==> src/rtl/uart_pkg.sv <==
// Shared types and helpers for the UART byte receiver.
// Optional even-parity support is enabled in uart_byte_rx by defining UART_RX_PARITY_EN.
package uart_pkg;

  typedef enum logic [2:0] {
    IDLE      = 3'd0,
    START     = 3'd1,
    DATA      = 3'd2,
    PARITY    = 3'd3,
    STOP      = 3'd4,
    WAIT_HIGH = 3'd5
  } rx_state_e;

  localparam int unsigned DEF_CLK_HZ = 50_000_000;
  localparam int unsigned DEF_BAUD   = 115200;

  function automatic int unsigned clks_per_bit(input int unsigned clk_hz,
                                               input int unsigned baud);
    return clk_hz / baud;
  endfunction

  // Mid-bit sample point at the default line rate; modules derive their own from parameters.
  localparam int unsigned MID = clks_per_bit(DEF_CLK_HZ, DEF_BAUD) / 2;

  function automatic logic maj3(input logic a, input logic b, input logic c);
    return (a & b) | (a & c) | (b & c);
  endfunction

endpackage

==> src/rtl/uart_rx_sampler.sv <==
// Line front end: 2-FF synchronizer, bit-period counter and 3-sample majority vote.
// bit_valid marks the cycle in which bit_val holds the voted value for the current bit.
module uart_rx_sampler
  import uart_pkg::*;
#(
  parameter int unsigned CPB = 434
) (
  input  logic clk,
  input  logic rst,
  input  logic rxpin,
  input  logic restart,
  output logic rx_s,
  output logic fall_edge,
  output logic bit_valid,
  output logic bit_val
);

  localparam int unsigned BC_W    = $clog2(CPB);
  localparam int unsigned MID_CNT = CPB / 2;
  localparam logic [BC_W-1:0] BC_LAST = BC_W'(CPB - 1);
  localparam logic [BC_W-1:0] SAMP_A  = BC_W'(MID_CNT - 1);
  localparam logic [BC_W-1:0] SAMP_B  = BC_W'(MID_CNT);
  localparam logic [BC_W-1:0] SAMP_C  = BC_W'(MID_CNT + 1);

  logic            sync1_q;
  logic            sync2_q;
  logic            prev_q;
  logic [BC_W-1:0] bc_q;
  logic [BC_W-1:0] bc_d;
  logic            samp_a_q;
  logic            samp_b_q;

  // Synchronizer and edge history reset to the idle (high) line level.
  always_ff @(posedge clk) begin
    if (rst) begin
      sync1_q  <= 1'b1;
      sync2_q  <= 1'b1;
      prev_q   <= 1'b1;
      bc_q     <= '0;
      samp_a_q <= 1'b1;
      samp_b_q <= 1'b1;
    end else begin
      sync1_q <= rxpin;
      sync2_q <= sync1_q;
      prev_q  <= sync2_q;
      bc_q    <= bc_d;
      if (bc_q == SAMP_A) samp_a_q <= sync2_q;
      if (bc_q == SAMP_B) samp_b_q <= sync2_q;
    end
  end

  // Bit counter re-aligns on a start edge, otherwise free-runs over one bit period.
  always_comb begin
    bc_d = bc_q + BC_W'(1);
    if (restart || (bc_q == BC_LAST)) bc_d = '0;
  end

  assign rx_s      = sync2_q;
  assign fall_edge = prev_q & ~sync2_q;
  assign bit_valid = (bc_q == SAMP_C);
  assign bit_val   = maj3(samp_a_q, samp_b_q, sync2_q);

endmodule

==> src/rtl/uart_byte_rx.sv <==
// UART 8N1 byte receiver with glitch rejection and framing-error strobe.
// Define UART_RX_PARITY_EN for 8E1 framing and the parity_err strobe.
module uart_byte_rx
  import uart_pkg::*;
#(
  parameter int unsigned CLK_HZ    = 50_000_000,
  parameter int unsigned BAUD      = 115200,
  parameter int unsigned DATA_BITS = 8
) (
  input  logic                 clk,
  input  logic                 rst,
  input  logic                 rxpin,
  output logic [DATA_BITS-1:0] out_byte,
  output logic                 out_byte_ok,
  output logic                 frame_err,
  output logic                 busy
`ifdef UART_RX_PARITY_EN
  ,
  output logic                 parity_err
`endif
);

  localparam int unsigned CPB   = clks_per_bit(CLK_HZ, BAUD);
  localparam int unsigned IDX_W = (DATA_BITS > 1) ? $clog2(DATA_BITS) : 1;
  localparam logic [IDX_W-1:0] LAST_IDX = IDX_W'(DATA_BITS - 1);

  rx_state_e            state_q;
  rx_state_e            state_d;
  logic                 rx_s;
  logic                 fall_edge;
  logic                 bit_valid;
  logic                 bit_val;
  logic                 restart_c;
  logic [IDX_W-1:0]     idx_q;
  logic [IDX_W-1:0]     idx_d;
  logic [DATA_BITS-1:0] shift_q;
  logic [DATA_BITS-1:0] shift_d;
  logic [DATA_BITS-1:0] out_byte_q;
  logic [DATA_BITS-1:0] out_byte_d;
  logic                 ok_q;
  logic                 ok_d;
  logic                 ferr_q;
  logic                 ferr_d;
  logic                 busy_q;
  logic                 busy_d;
`ifdef UART_RX_PARITY_EN
  logic                 par_bad_q;
  logic                 par_bad_d;
  logic                 perr_q;
  logic                 perr_d;
`endif

  uart_rx_sampler #(
    .CPB (CPB)
  ) u_sampler (
    .clk       (clk),
    .rst       (rst),
    .rxpin     (rxpin),
    .restart   (restart_c),
    .rx_s      (rx_s),
    .fall_edge (fall_edge),
    .bit_valid (bit_valid),
    .bit_val   (bit_val)
  );

  always_ff @(posedge clk) begin
    if (rst) state_q <= IDLE;
    else     state_q <= state_d;
  end

  // Next-state logic; STOP returns to IDLE mid-stop-bit so a following start edge is caught.
  always_comb begin
    state_d = state_q;
    case (state_q)
      IDLE:      if (fall_edge) state_d = START;
      START:     if (bit_valid) state_d = bit_val ? IDLE : DATA;
      DATA: begin
        if (bit_valid && (idx_q == LAST_IDX)) begin
`ifdef UART_RX_PARITY_EN
          state_d = PARITY;
`else
          state_d = STOP;
`endif
        end
      end
      PARITY:    if (bit_valid) state_d = STOP;
      STOP:      if (bit_valid) state_d = bit_val ? IDLE : WAIT_HIGH;
      WAIT_HIGH: if (rx_s) state_d = IDLE;
      default:   state_d = IDLE;
    endcase
  end

  // Datapath and strobe next values.
  always_comb begin
    restart_c  = (state_q == IDLE) && fall_edge;
    idx_d      = idx_q;
    shift_d    = shift_q;
    out_byte_d = out_byte_q;
    ok_d       = 1'b0;
    ferr_d     = 1'b0;
    busy_d     = (state_d != IDLE);
`ifdef UART_RX_PARITY_EN
    par_bad_d  = par_bad_q;
    perr_d     = 1'b0;
`endif
    case (state_q)
      START: begin
        if (bit_valid && !bit_val) begin
          idx_d = '0;
`ifdef UART_RX_PARITY_EN
          par_bad_d = 1'b0;
`endif
        end
      end
      DATA: begin
        if (bit_valid) begin
          shift_d = {bit_val, shift_q[DATA_BITS-1:1]};
          idx_d   = idx_q + IDX_W'(1);
        end
      end
`ifdef UART_RX_PARITY_EN
      PARITY: begin
        if (bit_valid) par_bad_d = bit_val ^ (^shift_q);
      end
`endif
      STOP: begin
        if (bit_valid) begin
          if (!bit_val) begin
            ferr_d = 1'b1;
          end
`ifdef UART_RX_PARITY_EN
          else if (par_bad_q) begin
            perr_d = 1'b1;
          end
`endif
          else begin
            out_byte_d = shift_q;
            ok_d       = 1'b1;
          end
        end
      end
      default: ;
    endcase
  end

  always_ff @(posedge clk) begin
    if (rst) begin
      idx_q      <= '0;
      shift_q    <= '0;
      out_byte_q <= '0;
      ok_q       <= 1'b0;
      ferr_q     <= 1'b0;
      busy_q     <= 1'b0;
`ifdef UART_RX_PARITY_EN
      par_bad_q  <= 1'b0;
      perr_q     <= 1'b0;
`endif
    end else begin
      idx_q      <= idx_d;
      shift_q    <= shift_d;
      out_byte_q <= out_byte_d;
      ok_q       <= ok_d;
      ferr_q     <= ferr_d;
      busy_q     <= busy_d;
`ifdef UART_RX_PARITY_EN
      par_bad_q  <= par_bad_d;
      perr_q     <= perr_d;
`endif
    end
  end

  assign out_byte    = out_byte_q;
  assign out_byte_ok = ok_q;
  assign frame_err   = ferr_q;
  assign busy        = busy_q;
`ifdef UART_RX_PARITY_EN
  assign parity_err  = perr_q;
`endif

endmodule

==> config.mk <==
export PLATFORM = sky130hd
export DESIGN_NAME = uart_byte_rx
export DESIGN_NICKNAME = d
export VERILOG_FILES = /design/src/rtl/uart_pkg.sv /design/src/rtl/uart_rx_sampler.sv /design/src/rtl/uart_byte_rx.sv
export SDC_FILE = /design/constraint.sdc
export NUM_CORES = 1
export LEC_CHECK = 0
export ABC_AREA = 1
export CAP_MARGIN = 20
export CORE_UTILIZATION = 48
export CTS_BUF_LIST = sky130_fd_sc_hd__clkbuf_16
export DETAILED_ROUTE_END_ITERATION = 12
export GPL_ROUTABILITY_DRIVEN = 1
export HOLD_SLACK_MARGIN = 0.02
export PLACE_DENSITY = 0.68
export SYNTH_ARGS = -nofsm -noshare
export SYNTH_HDL_FRONTEND = slang
export SYNTH_SLANG_ARGS = --single-unit
==> constraint.sdc <==
create_clock -name clk -period 2.18 [get_ports clk]
set_input_delay 0.218 -clock clk [delete_from_list [all_inputs] [get_ports clk]]
set_output_delay 0.218 -clock clk [all_outputs]
set_load 0.01 [all_outputs]
==> results.ini, run 1 <==
[critical_path]
worstPathRequired_ns = 2.35
r2r-start = u_sampler.bc_q[0]
regToRegSetupSlack_ns = 0.42
reg2reg_depth = 11
setup.worst_path.end_class = flop
worst-path-max-fanout = 18
worstPathArrival_ns = 1.92
critPathLaunchType = flop
r2r-end = idx_q[1]
crit_type = reg2reg

[worst_hold_path]
hold_path.class = reg2reg
worstHoldEndpoint = u_sampler.rx_s
hp-start = u_sampler.sync1_q
holdPathStages = 1

[power_and_ir_drop]
leakagePower_nw = 0.941
peakVddDrop_v = 0.000521
power.share.clock_pct = 53.7
netSwitchingFraction_pct = 17.4
p_int_mw = 1.39
p_per_area_nw_per_um2 = 814
combPwrFrac_pct = 3.0
power_switching_uw = 293
p_seq_share_pct = 43.3

[finish]
fin_cells = 279
fillers = 297
fin_util_pct = 61.1
diodes = 0
drive_gt1_share_pct = 11.2
nets = 241
synthToLayoutAreaGrowth_pct = 20.5
layout_common_cells = dfxtp_1 (39), inv_1 (37), nand2_1 (27)
mostFrequentLayoutCell = dfxtp_1

[floorplanning]
die_x_um = 61.8
fp.dieArea_um2 = 3820
ios = 14
die_height_um = 61.8
start_util_pct = 50.7
core_area_um2 = 3390
rows = 21

[sta]
min_period_ns = 1.76
setup_viol = 0
timing.setup.tns_ns = 0
finalClockSkew_ns = 0.00279
period_share_pct = 80.6
tightest_slew_ns = 0.598
fin_ws_ns = 0.424
max_freq_mhz = 569
rsz0062_at_grt = false
holdWs_ns = 0.411
slew_violations = 0
relSlewSlack_pct = 59.7
hold_viol_final = 0

[placed_design]
post-place-ws_ns = 0.423
hpwl_um = 2080
io_buffer_count = 13
gp_congestion = 0.836
placedCellCount = 271

[global_route]
antenna_found_initial = 0
grt_pass1_vias = 1109
grt_overflow = 0
grt_max_degree = 24
grt_use_total_pct = 17.8
grt_pass1_wl_um = 4890

[clock_tree]
htreeDepth = 2
cts_resized = 0
clkTransAtPathRegs_ns = 0.05
post_cts_buffers = 0
cts_root_buffer = clkbuf_16
clk_latency_ns = 0.27
cts_hold_buf = 0
cts-buffers-inserted = 5
cts_tree = built
cts_buffer_depth = 2
cts.sinks = 39

[routing]
drt-total-wl_um = 2840
avgViaCountPerCell = 4.82
via_count = 1345
ant_nets = 0
drc_errors = 0
dr.pass1.iters = 4
wl_per_cell_um = 10.2
drt-initial-drc-count = 47

[synthesis]
ys_seq_area_share_pct = 45.4
yosysWarnings = 0
ys_types = 26
synth_cells = 214
synth_area_um2 = 1720
synth_seq_cells = 39
syn_nets = 223
synth_area_per_cell_um2 = 8.03

[run_status]
status = finished, final reports clean

[run]
drv_cap = 0

power by group through the flow:
stage	clock (mW)	sequential (mW)	combinational (mW)
final	0.906	0.730	0.0498
after global routing	0.958	0.730	0.0577
after CTS	0.932	0.729	0.0500
after detailed placement	0	0.745	0.0497
after global placement	0	0.744	0.0492
after floorplan	0	0.743	0.0326
flip-flops by register name, indices dropped and copies added, names as in the netlist:
register	flops
u_sampler.sync1_q	1
frame_err	1
idx_q	3
u_sampler.prev_q	1
shift_q	8
out_byte_ok	1
u_sampler.rx_s	1
out_byte	8
u_sampler.samp_a_q	1
u_sampler.bc_q	9
busy	1
state_q	3
u_sampler.samp_b_q	1
final cells by class:
type	instances	area, um^2	share of cell area, %
multi-input combinational	133	756	36.5
sequential	39	781	37.7
clock buffer	5	125	6.04
timing repair buffer	15	145	7.01
tap	46	57.6	2.78
inverter	38	143	6.89
clock inverter	3	63.8	3.08
routing by layer:
layer | GRT usage [%] | wire (um) | vias to the layer above
met3 | 3.73 | 77 | 7
met2 | 25.2 | 1170 | 21
met5 | 0 | 0 | -
li1 | - | - | 734
met1 | 25.3 | 1520 | 583
met4 | 9.52 | 68 | 0
cell usage after synthesis (all sizes together):
cell    count  area [um^2]
ha          6         75.1
o21ai      22          118
xnor2       2         17.5
xor2        2         17.5
a21oi      24          128
or2         2         12.5
nand2      31          131
nor3        3         15.0
inv        38          143
buf         2         31.3
nor2       20          115
clkbuf      2         7.51
o21bai      1         7.51
nand4       9         56.3
nand3       8         40.0
o211ai      2         15.0
dfxtp      39          781
o31ai       1         7.51
worst max-delay path by stage:
stage | startpoint | end | cells after the start | slack (ns)
after global routing | u_sampler.bc_q[0] | idx_q[1] | 11 | 0.24
after floorplan | u_sampler.bc_q[0] | shift_q[5] | 10 | 0.67
after CTS | u_sampler.bc_q[0] | idx_q[1] | 11 | 0.41
after detailed placement | u_sampler.bc_q[0] | idx_q[1] | 11 | 0.42
after global placement | u_sampler.bc_q[0] | idx_q[1] | 11 | 0.48
final | u_sampler.bc_q[0] | idx_q[1] | 11 | 0.42
kinds of logic after synthesis:
group / synth area share (%)
flops: 45.4
simple gates: 21.6
xor+xnor: 2.04
fa+ha+maj: 4.37
compound gates: 16.0
buf+inv: 10.6
per-stage QoR:
stage                     area (um^2)  power, mW
after global routing             2070       1.75
after detailed placement         1880      0.794
final                            2070       1.69
after CTS                        2070       1.71
after floorplan                  1720      0.776
after global placement           1880      0.794
critical path: stages, from the launching register on:
cell and delay (ns):
dfxtp_1 0.35, inv_1 0.12, ha_1 0.17, inv_1 0.04, nor2_1 0.10, nand2_2 0.11, nor2_8 0.15, nand2_2 0.19
nand2_1 0.19, inv_1 0.07, a21oi_1 0.11, nor2_1 0.05
Note: power is estimated with default switching activity, not from simulation.
==> run 2, diff against run 1 <==
Settings changed: PLACE_DENSITY 0.68 to 0.71.
Clock period 2.18 ns to 1.4 ns, I/O delays scaled along.
==> run 2 against run 1 <==
  * The flow now finishes with violations (negative setup slack)
  * Power up 51%
  * Global-route usage increased by 3.6 points
  * Die area did not move
  * Final cell count grew 14%
  * Sequential cell count is the same
  * Setup slack worse by 0.61 ns
  * Final area up 20%
  * Clock-buffer cell count unchanged
  * Clock skew about the same
  * Non-clock buffer count rose by 38
  * Critical endpoint is now out_byte[6]
  * Largest power group unchanged
==> results.ini, run 2 (synthesis results as in run 1) <==
[run_status]
status = finished with violations
failed_checks = negative setup slack

[clock_tree]
cts-buffers-inserted = 5
cts.sinks = 39
clk_latency_ns = 0.28
cts_buffer_depth = 2
htreeDepth = 2
cts_tree = built
clkTransAtPathRegs_ns = 0.05
cts_root_buffer = clkbuf_16

[finish]
largest_reg_flops = 9
nets = 280
diodes = 0
regMostFlops = u_sampler.bc_q
mostFrequentLayoutCell = buf_4
fin_cells = 318
layout_common_cells = buf_4 (37), dfxtp_1 (35), inv_1 (32)
fillers = 234
drive_gt1_share_pct = 32.4
synthToLayoutAreaGrowth_pct = 44.1
final_area_um2 = 2470

[routing]
wl_per_cell_um = 12.3
dr.pass1.iters = 4
drt-total-wl_um = 3900
ant_nets = 0
drc_errors = 0
avgViaCountPerCell = 4.93
drt-initial-drc-count = 84
via_count = 1569

[critical_path]
max_stage_delay_ns = 0.32
critPathLaunchType = flop
worstPathArrival_ns = 1.76
path_cells = inv_2 -> ha_4 -> inv_2 -> nor2_2 -> nand2_2 -> nor2_8 -> nand2_4 -> nor2_8 -> buf_4 -> a21oi_2
worstPathBufferInverterCount = 3
worstPathRequired_ns = 1.57
crit_family = simple AND/OR/NAND/NOR gates
crit_type = reg2reg
crit_slowest_cell = dfxtp_2
worst-path-max-fanout = 8
setup.worst_path.end_class = flop

[floorplanning]
rows = 21
ios = 14
die_x_um = 61.8
core_area_um2 = 3390
die_height_um = 61.8
start_util_pct = 50.7
fp.dieArea_um2 = 3820

[power_and_ir_drop]
leakagePower_nw = 1.16
p_per_area_nw_per_um2 = 1020
peakVddDrop_v = 0.000604

[sta]
setup_viol = 26
fin_ws_ns = -0.188
period_share_pct = 113
hold_viol_final = 0
slew_violations = 0
timing.setup.tns_ns = -2.89
max_freq_mhz = 630
relSlewSlack_pct = 79.6
finalClockSkew_ns = 0.00244
rsz0062_at_grt = true
tightest_slew_ns = 0.303
min_period_ns = 1.59

[global_route]
grt_pass1_vias = 1378
grt_max_degree = 20
grt_overflow = 0
grt_use_total_pct = 21.4
grt_pass1_wl_um = 5790
antenna_found_initial = 0

[placed_design]
hpwl_um = 2380
placedCellCount = 298
post-place-ws_ns = -0.155
gp_congestion = 0.781
placed_cell_area_um2 = 2110
io_buffer_count = 13

[run]
drv_cap = 0

[worst_hold_path]
hold_path.class = reg2reg

run 2: changes by cell type in the layout (fill, tap and decap cells not counted), sizes merged:
cell | previous run | this run
nor2 | 20 | 21
bufinv | 2 | 1
buf | 2 | 40
inv | 39 | 38
clkinv | 0 | 2
run 2: timing repair:
item	CTS	global route
hold buffers	0	0
buffers inserted	4	7
pin swaps	10	7
endpoints found under the setup margin	32	34
cloned	1	0
gates resized for setup	11	21
run 2: final timing paths:
check / from / to / slack, ns / cells past startpoint
min reg2reg: u_sampler.sync1_q / u_sampler.rx_s / 0.41 / 1
max: u_sampler.bc_q[0] / out_byte[6] / -0.19 / 10
min: u_sampler.sync1_q / u_sampler.rx_s / 0.41 / 1
max reg2reg: u_sampler.bc_q[0] / out_byte[6] / -0.19 / 10
run 2: per-layer routing:
layer	wire length (um)	track usage (%)	up-vias
met5	0	0	-
met4	100	14.9	0
met3	145	4.55	13
met2	1830	34.1	37
met1	1820	25.9	707
li1	-	-	812
run 2: layout make-up:
cell class,count,area (um^2),area share [%]
flip-flops and latches,39,788,31.9
multi-input cells,134,878,35.5
inverters,38,145,5.86
clock inverters,3,38.8,1.57
clock buffers,5,125,5.06
well taps,46,57.6,2.33
repair buffers,53,442,17.8
run 2: where the power goes:
part	switching (mW)	leakage [nW]	internal, mW
Clock	0.409	0.0812	0.829
Combinational	0.0821	0.757	0.0826
Sequential	0.00958	0.317	1.12
run 2: per-stage QoR:
stage | total power, mW | util [%] | hold slack, ns
2_1_floorplan | 1.22 | - | 0.212
3_3_place_gp | 1.28 | 62.2 | 0.396
3_5_place_dp | 1.28 | 62.2 | 0.394
4_1_cts | 2.53 | 69.4 | 0.406
5_1_grt | 2.64 | 73.0 | 0.449
6_report | 2.54 | 73.0 | 0.405
